## config.mk

```make
export PLATFORM = sky130hd
export DESIGN_NAME = instr_mem_loader
export DESIGN_NICKNAME = d
export VERILOG_FILES = /design/src/rtl/instr_mem_loader_pkg.sv /design/src/rtl/instr_mem_loader_word_assembler.sv /design/src/rtl/instr_mem_loader.sv
export SDC_FILE = /design/constraint.sdc
export NUM_CORES = 1
export LEC_CHECK = 0
export ABC_AREA = 0
export BUFFER_PORTS_ARGS = -buffer_cell sky130_fd_sc_hd__buf_2
export CORE_MARGIN = 2
export CORE_UTILIZATION = 50
export CTS_BUF_LIST = sky130_fd_sc_hd__clkbuf_8 sky130_fd_sc_hd__clkbuf_16
export DETAILED_ROUTE_END_ITERATION = 10
export GPL_TIMING_DRIVEN = 0
export PLACE_DENSITY = 0.73
export SLEW_MARGIN = 20
export SYNTH_ARGS = -nofsm -noshare
export SYNTH_HDL_FRONTEND = slang
export SYNTH_HIERARCHICAL = 1
export SYNTH_SLANG_ARGS = --single-unit
export TNS_END_PERCENT = 10
```

## constraint.sdc

```tcl
create_clock -name clk -period 3 [get_ports clk]
set_clock_uncertainty 0.15 [all_clocks]
set_input_delay 0.3 -clock clk [delete_from_list [all_inputs] [get_ports clk]]
set_output_delay 0.3 -clock clk [all_outputs]
set_load 0.05 [all_outputs]
```

## src/rtl/instr_mem_loader_pkg.sv

```systemverilog
// Shared instruction-format and loader-state definitions for the instruction store writer.
package instr_mem_loader_pkg;

    localparam int OPCODE_W       = 4;
    localparam int SEL_W          = 2;
    localparam int OPND_W         = 16;
    localparam int INSTR_W        = OPCODE_W + SEL_W + 2 * OPND_W;
    localparam int BYTES_PER_WORD = 5;

    typedef enum logic [OPCODE_W-1:0] {
        OP_NOP, OP_MOV, OP_LDR, OP_STR, OP_CMP, OP_B,   OP_BGT, OP_BLT,
        OP_BEQ, OP_ADD, OP_SUB, OP_MUL, OP_LSR, OP_AND, OP_OR,  OP_MVN
    } opcode_e;

    typedef struct packed {
        opcode_e           opcode;
        logic [SEL_W-1:0]  s;
        logic [OPND_W-1:0] a;
        logic [OPND_W-1:0] b;
    } instr_t;

    typedef enum logic [2:0] {
        IDLE, HDR_HI, HDR_LO, WORD, CHK, DONE, ERR
    } loader_state_e;

    function automatic logic is_busy(input loader_state_e st);
        return st inside {HDR_HI, HDR_LO, WORD, CHK};
    endfunction

endpackage

```

## src/rtl/instr_mem_loader_word_assembler.sv

```systemverilog
// Packs 5 stream bytes MSB-first into one instruction word; flags completion and illegal top bits.
// Zero latency: word_dat/word_complete are valid combinationally with the 5th byte; no backpressure of its own.
module instr_mem_loader_word_assembler
    import instr_mem_loader_pkg::*;
#(
    parameter int DATA_WIDTH = 38
) (
    input  logic                  clk,
    input  logic                  rst,
    input  logic                  clear,
    input  logic                  byte_vld,
    input  logic [7:0]            byte_dat,
    output logic                  word_complete,
    output logic                  top_bits_bad,
    output logic [DATA_WIDTH-1:0] word_dat
);

    logic [31:0] shreg_q, shreg_d;
    logic [2:0]  cnt_q,   cnt_d;

    always_comb begin
        shreg_d = shreg_q;
        cnt_d   = cnt_q;
        if (clear) begin
            shreg_d = '0;
            cnt_d   = '0;
        end else if (byte_vld) begin
            shreg_d = {shreg_q[23:0], byte_dat};
            cnt_d   = (cnt_q == 3'(BYTES_PER_WORD - 1)) ? 3'd0 : cnt_q + 3'd1;
        end
    end

    // The four held bytes plus the byte on the bus form the full 40-bit word.
    assign word_complete = byte_vld && (cnt_q == 3'(BYTES_PER_WORD - 1));
    assign top_bits_bad  = byte_vld && (cnt_q == 3'd0) && (|byte_dat[7:6]);
    assign word_dat      = DATA_WIDTH'({shreg_q, byte_dat});

    always_ff @(posedge clk or posedge rst) begin
        if (rst) begin
            shreg_q <= '0;
            cnt_q   <= '0;
        end else begin
            shreg_q <= shreg_d;
            cnt_q   <= cnt_d;
        end
    end

endmodule

```

## src/rtl/instr_mem_loader.sv

```systemverilog
// Loads a checksummed byte-stream frame into instruction RAM and holds the CPU until it succeeds.
// wr_en one cycle after a word's 5th byte; rx_ready is purely state-based and drops outside the frame.
module instr_mem_loader
    import instr_mem_loader_pkg::*;
#(
    parameter int DATA_WIDTH = 38,
    parameter int ADDR_WIDTH = 12
) (
    input  logic                  clk,
    input  logic                  rst,
    input  logic                  start,
    input  logic [7:0]            rx_data,
    input  logic                  rx_valid,
    output logic                  rx_ready,
    output logic                  wr_en,
    output logic [ADDR_WIDTH-1:0] wr_addr,
    output logic [DATA_WIDTH-1:0] wr_data,
    output logic                  busy,
    output logic                  done,
    output logic                  error,
    output logic                  cpu_hold,
    output logic [ADDR_WIDTH:0]   words_loaded
);

    localparam int unsigned MAX_N = 1 << ADDR_WIDTH;

    loader_state_e         state_q, state_d;
    logic [7:0]            n_hi_q, n_hi_d;
    logic [15:0]           n_q, n_d;
    logic [7:0]            chk_q, chk_d;
    logic [ADDR_WIDTH:0]   words_q, words_d;
    logic                  wr_en_q, wr_en_d;
    logic [ADDR_WIDTH-1:0] wr_addr_q, wr_addr_d;
    logic [DATA_WIDTH-1:0] wr_data_q, wr_data_d;
    logic                  busy_q, busy_d;
    logic                  done_q, done_d;
    logic                  error_q, error_d;
    logic                  hold_q, hold_d;

    logic                  accept;
    logic                  asm_clear;
    logic                  asm_vld;
    logic                  asm_complete;
    logic                  asm_bad;
    logic [DATA_WIDTH-1:0] asm_word;
    logic [15:0]           n_new;

    assign rx_ready = is_busy(state_q);
    assign accept   = rx_valid && rx_ready;
    assign asm_vld  = accept && (state_q == WORD);
    assign n_new    = {n_hi_q, rx_data};

    instr_mem_loader_word_assembler #(
        .DATA_WIDTH (DATA_WIDTH)
    ) u_asm (
        .clk           (clk),
        .rst           (rst),
        .clear         (asm_clear),
        .byte_vld      (asm_vld),
        .byte_dat      (rx_data),
        .word_complete (asm_complete),
        .top_bits_bad  (asm_bad),
        .word_dat      (asm_word)
    );

    always_comb begin
        state_d   = state_q;
        n_hi_d    = n_hi_q;
        n_d       = n_q;
        chk_d     = chk_q;
        words_d   = words_q;
        wr_en_d   = 1'b0;
        wr_addr_d = wr_addr_q;
        wr_data_d = wr_data_q;
        done_d    = done_q;
        error_d   = error_q;
        asm_clear = 1'b0;

        if (accept && state_q != CHK) begin
            chk_d = chk_q ^ rx_data;
        end

        case (state_q)
            IDLE, DONE, ERR: begin
                if (start) begin
                    state_d   = HDR_HI;
                    done_d    = 1'b0;
                    error_d   = 1'b0;
                    words_d   = '0;
                    chk_d     = '0;
                    asm_clear = 1'b1;
                end
            end
            HDR_HI: begin
                if (accept) begin
                    n_hi_d  = rx_data;
                    state_d = HDR_LO;
                end
            end
            HDR_LO: begin
                if (accept) begin
                    n_d = n_new;
                    if (n_new == 16'd0 || 32'(n_new) > MAX_N) begin
                        state_d = ERR;
                        error_d = 1'b1;
                    end else begin
                        state_d = WORD;
                    end
                end
            end
            WORD: begin
                if (asm_bad) begin
                    state_d = ERR;
                    error_d = 1'b1;
                end else if (asm_complete) begin
                    wr_en_d   = 1'b1;
                    wr_addr_d = words_q[ADDR_WIDTH-1:0];
                    wr_data_d = asm_word;
                    words_d   = words_q + (ADDR_WIDTH+1)'(1);
                    if (32'(words_d) == 32'(n_q)) begin
                        state_d = CHK;
                    end
                end
            end
            CHK: begin
                if (accept) begin
                    if (rx_data == chk_q) begin
                        state_d = DONE;
                        done_d  = 1'b1;
                    end else begin
                        state_d = ERR;
                        error_d = 1'b1;
                    end
                end
            end
            default: state_d = IDLE;
        endcase

        busy_d = is_busy(state_d);
        hold_d = busy_d | error_d;
    end

    always_ff @(posedge clk or posedge rst) begin
        if (rst) begin
            state_q   <= IDLE;
            n_hi_q    <= '0;
            n_q       <= '0;
            chk_q     <= '0;
            words_q   <= '0;
            wr_en_q   <= 1'b0;
            wr_addr_q <= '0;
            wr_data_q <= '0;
            busy_q    <= 1'b0;
            done_q    <= 1'b0;
            error_q   <= 1'b0;
            hold_q    <= 1'b0;
        end else begin
            state_q   <= state_d;
            n_hi_q    <= n_hi_d;
            n_q       <= n_d;
            chk_q     <= chk_d;
            words_q   <= words_d;
            wr_en_q   <= wr_en_d;
            wr_addr_q <= wr_addr_d;
            wr_data_q <= wr_data_d;
            busy_q    <= busy_d;
            done_q    <= done_d;
            error_q   <= error_d;
            hold_q    <= hold_d;
        end
    end

    assign wr_en        = wr_en_q;
    assign wr_addr      = wr_addr_q;
    assign wr_data      = wr_data_q;
    assign busy         = busy_q;
    assign done         = done_q;
    assign error        = error_q;
    assign cpu_hold     = hold_q;
    assign words_loaded = words_q;

endmodule

```

==> impl_metrics.toml <==
[run_status]
status = "completed"

[drt]
dr.pass1.iters = 6
routed_wl_um = 15600
wl_per_cell_um = 16.6
antenna_left = 0
drtIter0Drc = 515
vias = 5006
drc = 0
via_per_inst = 5.34

[sta]
grt_setup_unrepaired = "yes"
period_share = 0.951
maxSlewViolCount = 0
hold_viol_final = 0
tightest_slew_ns = 0.784
setup_viol = 0
min_period_ns = 2.85
timing.fmax_ghz = 0.351
fin_ws_ns = 0.147
tns_ns = 0
relSlewSlack = 0.475

[synth]
yosys.area.top_type_share = 0.531
synth_compound_area_frac = 0.0670
yosys.area_share.simple = 0.210
ys_types = 61
ys_ff_latch = 136
yosys.area.top_type = "dfrtp_1"
synth_top_family_by_area = "simple AND/OR/NAND/NOR gates"
yosysWarnings = 6
synth-async-reset-ratio = 1.00
synth_edf_count = 0
syn_nets = 665
synthFlopType = "dfrtp_1"
yosys.area_share.adder = 0.00586
syn-cell-area_sq_um = 6400
postSynthAreaPerCell_sq_um = 9.85
synthXorXnorAreaFrac = 0.0445
synth_cells = 650
synth_area_leaders = "dfrtp_1 53%, nand2_1 11%, mux2i_1 4.8%, mux2_2 4.2%, nor2_1 3.1%"
synth_mux_area_frac = 0.0906
yosysSeqAreaShare = 0.531

[final_layout]
num-fill-cells = 1040
seq_area_sq_um = 3410
post-route-util = 0.620
stdcell_count = 937
diodes = 0
layout-drive-gt1-share = 0.254
final_area_sq_um = 7790
final_nets = 767
multiInputGateArea_sq_um = 2720
area_delta_synth_final_pct = 21.6

[clocking]
numCtsBuffers = 17
clk_path_buf_depth = 2
postCtsSetupRepairBufs = 0
cts.clk_slew.worst_paths_ns = 0.06
root_buffer = "clkbuf_16"
cts-htree-levels = 4
cts_sinks = 136
clock_latency_ns = 0.42
cts_tree = "built"

[min_path]
holdCritStartpoint = "rx_valid"
hp-class = "in2reg"

[floorplanning]
start_util = 0.510
die_h_um = 117
fp.dieW_um = 117
core_sq_um = 12600
row_count = 41
dieArea_sq_um = 13700
io_pins = 81

[global_route]
grt_util_met2 = 0.394
grt_most_used_layer = "met2"
grt_pass1_wl_um = 25500
grt_pass1_vias = 5031
grt_max_degree = 34
met1_usage = 0.326
antenna_found_initial = 0
grt_overflow = 0
met3_usage = 0.0499
track_usage = 0.246

[placed_design]
dpl.hpwl_um = 10800
place_ws_ns = -0.360
dp.cells = 905
gp_congestion = 0.860
port_buffers = 80
dpl_cell_area_sq_um = 7090

[setup_path]
end_kind = "flop"
startpoint = "state_q[2]$_DFF_PP0_"
critPathArrivalTime_ns = 2.96
r2r_start = "state_q[2]$_DFF_PP0_"
worstPathMaxFanout = 10
cp_data_required_time_ns = 3.11
path_class = "reg2reg"
start_kind = "flop"

[power_and_ir_drop]
vdd_drop_max_v = 0.000449
p_per_area_nw_per_um2 = 821
p_leak_nw = 3.95

[job]
maxCapViolations = 0
[placed cells by master, fill, tap and decap left out, drive strengths merged, types with 2 or more instances in the layout]
master and n:
nand2 185, dfrtp 136, buf 107, nor2 53, clkbuf 39, mux2i 31, mux2 24, o21ai 23
xor2 22, inv 12, a21oi 11, nand2b 11, nand3 10, xnor2 8, and2 7, a31oi 6
clkinv 6, nor4 5, nand4 5, and3 5, o22ai 4, o211ai 4, bufinv 4, nor3 4
nand3b 4, nor2b 4, ha 3, and4 3, or4 3, o31ai 2, o311ai 2, a22oi 2
a21o 2, clkinvlp 2, nor4b 2, a2111oi 2
[flip-flops by register name, summed over array words and instances (netlist names), 3 cells and up]
register,cells
wr_data,38
u_asm/shreg_q,30
n_q,16
words_loaded,13
wr_addr,12
chk_q,8
n_hi_q,8
state_q,3
u_asm/cnt_q,3
[path summary, 6_finish.rpt]
path | to | slack (ns) | cells after the start
max reg2reg | state_q[1]$_DFF_PP0_ | 0.15 | 12
max | state_q[1]$_DFF_PP0_ | 0.15 | 12
max in group asynchronous | chk_q[2]$_DFF_PP0_ | 1.41 | 6
min reg2reg | wr_addr[0]$_DFFE_PP0P_ | 0.32 | 2
min in group asynchronous | wr_data[25]$_DFFE_PP0P_ | 0.35 | 3
min | done$_DFFE_PP0P_ | 0.07 | 3
[area by class of cell]
type                       count  area share
buffer                        45      0.0384
clock buffer                  18      0.0564
clock inverter                14      0.0251
inverter                      10     0.00530
multi-input combinational    458       0.349
sequential                   136       0.437
tap                          172      0.0276
timing repair buffer          84      0.0613
[per-layer routing]
metal | vias up | routed length, um
li1 | 2367 | -
met1 | 2478 | 6950
met2 | 134 | 7730
met3 | 27 | 560
met4 | 0 | 328
met5 | - | 0
[kinds of logic after synthesis]
logic type | after synthesis
adder cells (fa/ha/maj) | 3
multiplexers | 55
buffers and inverters | 56
XOR/XNOR | 31
AND/OR/NAND/NOR | 304
AO/OA/AOI/OAI | 65
flip-flops | 136
[cells in the mapped netlist, types with 9 or more instances]
cell type  instances
mux2_2            24
mux2i_1           31
buf_4              9
xor2_1            22
dfrtp_1          136
nor2_1            53
nand2_1          185
inv_1             10
nand3_1            9
nand2b_1           9
o21ai_0           23
a21oi_1            9
clkbuf_1          21
[stage by stage]
step	power, mW	hold slack [ns]
2_1_floorplan	3.72	0.279
3_3_place_gp	4.03	0.303
3_5_place_dp	4.13	0.233
4_1_cts	6.38	0.0297
5_1_grt	6.73	0.0832
6_report	6.40	0.0697
[worst max-delay path: stages, from the launching register on]
cell       delay (ns)
dfrtp_1          0.42
nand2b_4         0.19
nor2_4           0.15
buf_12           0.17
buf_12           0.14
and3_1           0.20
nor4b_4          0.22
o2111ai_1        0.14
nor2_1           0.11
nand4b_1         0.14
a2111oi_4        0.43
a21o_1           0.17
a32oi_1          0.06
[timing repair]
action                     CTS  global route
setup endpoints to repair   85            77
hold endpoints to repair    54             0
hold buffers                 1             0
resized for setup            9            15
pin swaps                    1             2
[power by group]
group	leakage (nW)	switching, mW	internal (mW)
sequential	1.82	0.329	2.20
combinational	1.82	0.938	0.708
clock	0.311	0.808	1.42
total	3.95	2.08	4.32
Note: power is estimated with default switching activity, not from simulation.
